[src/rtl/clkmon_pkg.sv]
// Shared types and helpers for the slow-clock health monitor.
// State encodings are fixed so status can be probed consistently across the clock/reset block.
package clkmon_pkg;

  typedef enum logic [1:0] {
    StAcquire = 2'd0,
    StLocked  = 2'd1,
    StStuck   = 2'd2
  } state_e;

  // Written as p + tol >= exp so a tolerance larger than the period cannot underflow.
  function automatic logic period_ok(input int unsigned p, input int unsigned exp_p,
                                     input int unsigned tol);
    return (p + tol >= exp_p) && (p <= exp_p + tol);
  endfunction

endpackage

[src/rtl/sync2.sv]
// Two-flop synchroniser for an asynchronous single-bit input.
// Synchronous active-high reset clears both stages to 0.
module sync2 (
  input  logic clk_i,
  input  logic rst_i,
  input  logic d_i,
  output logic q_o
);

  logic s1_q, s1_d;
  logic s2_q, s2_d;

  always_comb begin
    s1_d = d_i;
    s2_d = s1_q;
  end

  always_ff @(posedge clk_i) begin
    if (rst_i) begin
      s1_q <= 1'b0;
      s2_q <= 1'b0;
    end else begin
      s1_q <= s1_d;
      s2_q <= s2_d;
    end
  end

  assign q_o = s2_q;

endmodule

[src/rtl/clkmon.sv]
// Slow-clock health monitor: edge strobes, rise-to-rise period measurement,
// lock tracking and sticky period/stuck error flags, all in the fast clock domain.
module clkmon
  import clkmon_pkg::*;
#(
  parameter int unsigned EXP_PERIOD = 8,
  parameter int unsigned TOL        = 1,
  parameter int unsigned LOCK_COUNT = 4,
  parameter int unsigned TIMEOUT    = 32,
  parameter int unsigned CNT_W      = 8
) (
  input  logic             clk_16MHz,
  input  logic             reset,
  input  logic             clk_slow,
  input  logic             err_clr,
  output logic             rise_strobe,
  output logic             fall_strobe,
  output logic [CNT_W-1:0] period,
  output logic             period_valid,
  output logic             locked,
  output logic             err_period,
  output logic             err_stuck
);

  localparam int unsigned GoodW = (LOCK_COUNT > 1) ? $clog2(LOCK_COUNT + 1) : 1;
  localparam logic [CNT_W-1:0] CntMax = {CNT_W{1'b1}};

  logic             s2;
  logic             d_q, d_d;
  logic             rise_q, rise_d;
  logic             fall_q, fall_d;
  logic [CNT_W-1:0] cnt_q, cnt_d;
  logic [CNT_W-1:0] period_q, period_d;
  logic             period_valid_q, period_valid_d;
  logic             have_ref_q, have_ref_d;
  logic [GoodW-1:0] good_cnt_q, good_cnt_d;
  logic [GoodW-1:0] good_inc;
  state_e           state_q, state_d;
  logic             locked_q, locked_d;
  logic             err_period_q, err_period_d;
  logic             err_stuck_q, err_stuck_d;
  logic             good;
  logic             perr_set;
  logic             stuck_set;

  sync2 u_sync2 (
    .clk_i (clk_16MHz),
    .rst_i (reset),
    .d_i   (clk_slow),
    .q_o   (s2)
  );

  assign good     = period_ok(32'(cnt_q), EXP_PERIOD, TOL);
  assign good_inc = good_cnt_q + GoodW'(1);

  always_comb begin
    d_d            = s2;
    rise_d         = s2 & ~d_q;
    fall_d         = ~s2 & d_q;
    cnt_d          = (cnt_q == CntMax) ? cnt_q : cnt_q + CNT_W'(1);
    period_d       = period_q;
    period_valid_d = 1'b0;
    have_ref_d     = have_ref_q;
    good_cnt_d     = good_cnt_q;
    state_d        = state_q;
    perr_set       = 1'b0;
    stuck_set      = 1'b0;

    if (rise_q) begin
      cnt_d      = CNT_W'(1);
      have_ref_d = 1'b1;
      if (state_q == StStuck) begin
        // Leaving STUCK only re-establishes the reference edge.
        state_d = StAcquire;
      end else if (have_ref_q) begin
        period_d       = cnt_q;
        period_valid_d = 1'b1;
        if (state_q == StAcquire) begin
          if (!good) begin
            good_cnt_d = '0;
          end else if (good_inc == GoodW'(LOCK_COUNT)) begin
            state_d    = StLocked;
            good_cnt_d = '0;
          end else begin
            good_cnt_d = good_inc;
          end
        end else if (!good) begin
          state_d    = StAcquire;
          good_cnt_d = '0;
          perr_set   = 1'b1;
        end
      end
    end else if (cnt_q == CNT_W'(TIMEOUT)) begin
      state_d    = StStuck;
      have_ref_d = 1'b0;
      good_cnt_d = '0;
      stuck_set  = 1'b1;
    end

    locked_d     = (state_d == StLocked);
    err_period_d = perr_set | (err_period_q & ~err_clr);
    err_stuck_d  = stuck_set | (err_stuck_q & ~err_clr);
  end

  always_ff @(posedge clk_16MHz) begin
    if (reset) begin
      d_q            <= 1'b0;
      rise_q         <= 1'b0;
      fall_q         <= 1'b0;
      cnt_q          <= '0;
      period_q       <= '0;
      period_valid_q <= 1'b0;
      have_ref_q     <= 1'b0;
      good_cnt_q     <= '0;
      state_q        <= StAcquire;
      locked_q       <= 1'b0;
      err_period_q   <= 1'b0;
      err_stuck_q    <= 1'b0;
    end else begin
      d_q            <= d_d;
      rise_q         <= rise_d;
      fall_q         <= fall_d;
      cnt_q          <= cnt_d;
      period_q       <= period_d;
      period_valid_q <= period_valid_d;
      have_ref_q     <= have_ref_d;
      good_cnt_q     <= good_cnt_d;
      state_q        <= state_d;
      locked_q       <= locked_d;
      err_period_q   <= err_period_d;
      err_stuck_q    <= err_stuck_d;
    end
  end

  assign rise_strobe  = rise_q;
  assign fall_strobe  = fall_q;
  assign period       = period_q;
  assign period_valid = period_valid_q;
  assign locked       = locked_q;
  assign err_period   = err_period_q;
  assign err_stuck    = err_stuck_q;

endmodule

[config.mk]
export PLATFORM = sky130hd
export DESIGN_NAME = clkmon
export DESIGN_NICKNAME = d
export VERILOG_FILES = /design/src/rtl/clkmon_pkg.sv /design/src/rtl/sync2.sv /design/src/rtl/clkmon.sv
export SDC_FILE = /design/constraint.sdc
export NUM_CORES = 1
export LEC_CHECK = 0
export CAP_MARGIN = 20
export CORE_MARGIN = 3
export CORE_UTILIZATION = 25
export DETAILED_ROUTE_END_ITERATION = 7
export PLACE_DENSITY = 0.44
export SLEW_MARGIN = 20
export SYNTH_ARGS = -nofsm -noshare
export SYNTH_HDL_FRONTEND = slang
export SYNTH_SLANG_ARGS = --single-unit
[constraint.sdc]
create_clock -name clk_16MHz -period 1.6 [get_ports clk_16MHz]
set_clock_uncertainty 0.15 [all_clocks]
set_input_delay 0.32 -clock clk_16MHz [delete_from_list [all_inputs] [get_ports clk_16MHz]]
set_output_delay 0.32 -clock clk_16MHz [all_outputs]
set_load 0.01 [all_outputs]
# Word-level counts from Yosys, hierarchy flattened
# Index checks and enable logic that the tools add are counted.
# W data, S select, Z words.
# totals
reg_bits,31
inputBits,4
word_cells,75
output_inout_bits,14
# op_classes
order_cmp,2
muxes,28
n_bitwise,11
eq_ne,9
addsub,3
n_reduce_logical,7
# ops
op,n
$mux W3,8
$mux W2,8
$mux W1,12
$add A8 B1 Y9 const B,1
$ge A9 B4 Y1 const B,1
$add A8 B1 Y8 const B,1
$eq A8 B6 Y1 const B,1
$eq A8 B8 Y1 const B,1
$le A8 B4 Y1 const B,1
$not A1 Y1,5
$and A1 B1 Y1,4
$ne A2 B2 Y1 const B,2
$reduce_and A4 Y1,1
$add A3 B1 Y3 const B,1
$eq A3 B3 Y1 const B,1
$ne A3 B2 Y1 const B,1
$reduce_and A3 Y1,1
$reduce_or A3 Y1,1
$eq A2 B1 Y1 const B,1
$eq A2 B2 Y1 const B,1
$logic_not A2 Y1,1
$ne A2 B1 Y1 const B,1
$or A1 B1 Y1,2
$reduce_bool A2 Y1,1
2 further kinds,2

# Depth between registers and ports, before layout
# depth
ltp_word,9
mapped_depth,7
depth_no_buf,7

# Modules after synthesis
# Synthesis repeated with hierarchy kept, for this count alone.
# hier_totals
hier_cells,151
area_unflattened_um2,1393.8
# modules_own_cells
mod,area_per_inst_um2,instances,cells_per_inst,seq_area_each_um2
clkmon,1341.3,1,147,580.6
sync2,52.6,1,4,40.0

# Worst setup path after synthesis
# OpenSTA, ideal clock, no wires.
# synth_timing
kind,reg-to-reg
start,register cnt_q[0]
end,register cnt_q[0]
path_stages_with_launch,8
t_arrival_ns,1.403
period_less_slack_ns,1.680
path_buffers,1
required_time_ns,1.322
setup_slack_ns,-0.080
setup_time_ns,0.128
cell_sequence,dfxtp_1 -> ha_1 -> and3_2 -> buf_2 -> nand3_1 -> xnor2_1 -> nor2_1 -> nor2_1
# synth_between
elab_chain_cells,3
elab_cells_between_ends,5
cone_classes,1 x add/sub; 2 x eq/ne; 2 x mux
# synth_lines
element,line,source
from (decl),clkmon.sv:32,"logic [CNT_W-1:0] cnt_q, cnt_d;"
from (signal assigned),clkmon.sv:123,cnt_q <= cnt_d;
$add A8 B1 Y8,clkmon.sv:60,cnt_d = (cnt_q == CntMax) ? cnt_q : cnt_q + CNT_W'(1);
$mux W1,clkmon.sv:60,
$mux W1,clkmon.sv:69,if (rise_q) begin
# Several ways; a longest one is shown, not always the timed one. The select of a mux whose other input is x is not followed.
# A chain may end at the register's enable or synchronous reset.

# Worst setup path in the final report
# layout_timing
start,register cnt_q[1]
end,register good_cnt_q[0]
# layout_between
elab_chain_cells,8
elab_cells_between_ends,13
cone_classes,1 x add/sub; 2 x order compare; 2 x eq/ne; 5 x mux; 3 x reduce/logical
# layout_lines
element,line,source
$add A8 B1 Y9,clkmon_pkg.sv:14,return (p + tol >= exp_p) && (p <= exp_p + tol);
$ge A9 B4 Y1,clkmon_pkg.sv:14,
$logic_and A1 B1 Y1,clkmon_pkg.sv:14,
$mux W3,clkmon.sv:79,if (!good) begin
$mux W3,clkmon.sv:78,if (state_q == StAcquire) begin
$mux W3,clkmon.sv:75,end else if (have_ref_q) begin
$mux W3,clkmon.sv:72,if (state_q == StStuck) begin
$mux W3,clkmon.sv:69,
to (signal assigned),clkmon.sv:127,good_cnt_q <= good_cnt_d;
to (decl),clkmon.sv:36,"logic [GoodW-1:0] good_cnt_q, good_cnt_d;"
# Several ways; a longest one is shown, not always the timed one. The select of a mux whose other input is x is not followed.

==> run metrics <==
Max Cap Viol=0; CTS tree=yes; Congestion Overflow GR=0; Final Wtd Congestion=0.7910; drt first pass iters=4; reg2reg start=cnt_q[1]$_SDFFE_PP0P_; TNS Setup=-248.3 ps; Req. time, crit path=between 1500 and 2000 ps; RR Endpoint=good_cnt_q[0]$_SDFFE_PP0P_; Mean Syn Cell Area=9.301 um2; Final Power=1.612 mW; HPWL Detailed=2.428 mm; CP delay by family, top=flip-flops; most frequent cells in the layout=buf_4 (31), dfxtp_1 (27), nor2_1 (20); Worst-Skew Late Latency=280 ps; largest net degree at the start of global routing=19; failing checks=negative setup slack; Syn Nets=159; startpoint type of the worst setup path=flip-flop; Area contributors post-synth=dfxtp_1 (44%), mux2i_1 (5.7%), nor2_1 (5.4%); I/O Buffers=17; Avg WL per Cell=between 10 and 15 um; status=complete, but fails checks; Slew Limit Fails=0; pin slew with the least headroom to its limit=about 430 ps; CTS H-Tree Depth=2; Hold Fails Final Rpt=0; unique cell type count in the Yosys netlist=38; cells after synthesis=150; PD cells=781.4 mW/mm2; vias in the first global route=1279; CTS root buffer=clkbuf_8; initial antenna violation count=0; ratio of cells with drive above 1 in the final layout=0.3184; Hold WC Path Type=flip-flop to flip-flop; setup violators final=6; DRC=0; vias per cell=between 4 and 5; CTS Buf Count=5; Fill cells=~540; Longest Clk Path Bufs=2; clock transition at the registers of the reported paths=roughly 70 ps; Syn-to-layout area delta=47.89%; FF+latch count, synth=31; die area=between 0.006 and 0.007 mm2; worst-path fanout max=4; nets@finish=roughly 210; Synth warnings=0; Reg2Reg Setup Slack=-90 ps; Placed Area=0.001832 mm2; n_diodes=0; hold path depth=1; GRT Resource Usage Total=0.1147; FF-to-FF path depth=7; core area=0.005238 mm2; Die X=80.70 um; sequential cell area fraction in the yosys report=0.4448; Worst Path Buf+Inv=1; slowest cell delay on critical path=around 370 ps; final worst slack=-85.39 ps; period utilization=1.053; antenna-violating nets left=0; commonest non-fill, non-tap cell in the layout=buf_4; CTS Hold Bufs=0; VDD IR max=0.4643 mV; crit path capture type=flip-flop; hold_sp=d_q$_SDFF_PP0_; RSZ-0062 raised after global routing=yes; kind of critical path=flip-flop to flip-flop; DRT Wirelength=3.345 mm; Initial Util=0.2664; post-synth top area share=0.4448; Die Y=between 80 and 90 um; total vias in the final route=between 1000 and 1500; first-pass GRT wire length=5.775 mm; pre-CTS setup slack=-79.19 ps; design area=0.002063 mm2; mapped cell area=0.001395 mm2; leakage power=0.8594 nW; io pins=18; worst hold endpoint=rise_strobe$_SDFF_PP0_; CP Data Arrival Time=1730 ps; clk sink count=31; Max Fclk=0.5933 GHz; cell chain of the critical path=inv_4, ha_4, o21bai_1, mux2_4, nor2_4, nand4_1, o31ai_1; Max transition margin=0.7133; Tmin final=around 1700 ps; drt initial violations=23; Critical Path Slowest Stage Cell=dfxtp_4; Synth area leader=dfxtp_1; row cnt=26
==> cells in the mapped netlist, drive strengths merged <==
master	n
buf	4
ha	5
xor2	2
nor4	1
and2	3
o21a	1
nor3	5
xnor2	3
dfxtp	31
mux2i	8
clkbuf	3
o21bai	2
mux2	1
nand3	8
nor2b	6
nor3b	2
and3	2
nor4b	1
nand2b	1
inv	6
nand2	3
a31o	1
nand4	2
o21ai	9
a21oi	6
or2	1
nor2	22
a2bb2oi	1
a211oi	2
a31oi	6
a32oi	1
o31ai	1
==> area by class of cell <==
cell class	instances	area [um2]	area share
multi-input cells	106	793.3	0.3845
clock buffers	7	96.34	0.04669
inverters	6	27.53	0.01334
well taps	70	87.58	0.04245
clock inverters	1	7.507	0.003639
flip-flops and latches	31	630.6	0.3056
repair buffers	50	420.4	0.2038
==> per-stage QoR <==
step,instances,util,hold WS [ps]
finish,271,0.3939,246.3
global route,271,0.3939,265.5
CTS,267,0.3858,252.0
detailed placement,256,0.3497,251.8
global placement,256,0.3497,241.0
floorplan,150,-,233.5
==> flip-flops by register name, summed over array words and instances (netlist names) <==
name	flops
cnt_q	8
period	8
good_cnt_q	3
state_q	2
d_q	1
err_period	1
err_stuck	1
fall_strobe	1
have_ref_q	1
locked	1
period_valid	1
rise_strobe	1
u_sync2.q_o	1
u_sync2.s1_q	1
==> per-layer routing <==
layer  vias to the layer above  global-route usage  share of wire
met4                         0             0.03547         0.0093
li1                        620                   -              -
met3                         4             0.03587          0.034
met1                       567              0.1373           0.46
met2                        16              0.1954           0.50
met5                         -                   0              0
==> what timing repair did <==
action | in CTS | in global routing
setup endpoints to repair | 20 | 12
pin swaps | 4 | 4
gates resized for setup | 33 | 3
buffers inserted | 3 | 4
==> where the power goes <==
| group | internal (mW) | leakage [nW] | switching [mW] |
|---|---|---|---|
| logic | 0.0733 | 0.556 | 0.0540 |
| clock network | 0.391 | 0.0505 | 0.294 |
| registers | 0.784 | 0.253 | 0.0161 |
| total | 1.25 | 0.859 | 0.364 |
==> worst max-delay path by stage <==
| stage | from | endpoint | slack, ps | cells past startpoint |
|---|---|---|---|---|
| global route | cnt_q[1]$_SDFFE_PP0P_ | good_cnt_q[0]$_SDFFE_PP0P_ | -200 | 7 |
| CTS | cnt_q[1]$_SDFFE_PP0P_ | good_cnt_q[0]$_SDFFE_PP0P_ | -30 | 7 |
| global placement | reset | good_cnt_q[0]$_SDFFE_PP0P_ | -80 | 5 |
| detailed placement | reset | good_cnt_q[2]$_SDFFE_PP0P_ | -80 | 5 |
| finish | cnt_q[1]$_SDFFE_PP0P_ | good_cnt_q[0]$_SDFFE_PP0P_ | -90 | 7 |
| floorplan | cnt_q[0]$_SDFFE_PP0P_ | cnt_q[0]$_SDFFE_PP0P_ | -20 | 7 |
==> cell families after synthesis <==
logic type,synth area share
mux,0.06816
buf+inv,0.04304
xor+xnor,0.03140
compound gates,0.1345
fa+ha+maj,0.04484
simple gates,0.2332
flops,0.4448
Note: power is estimated with default switching activity, not from simulation.
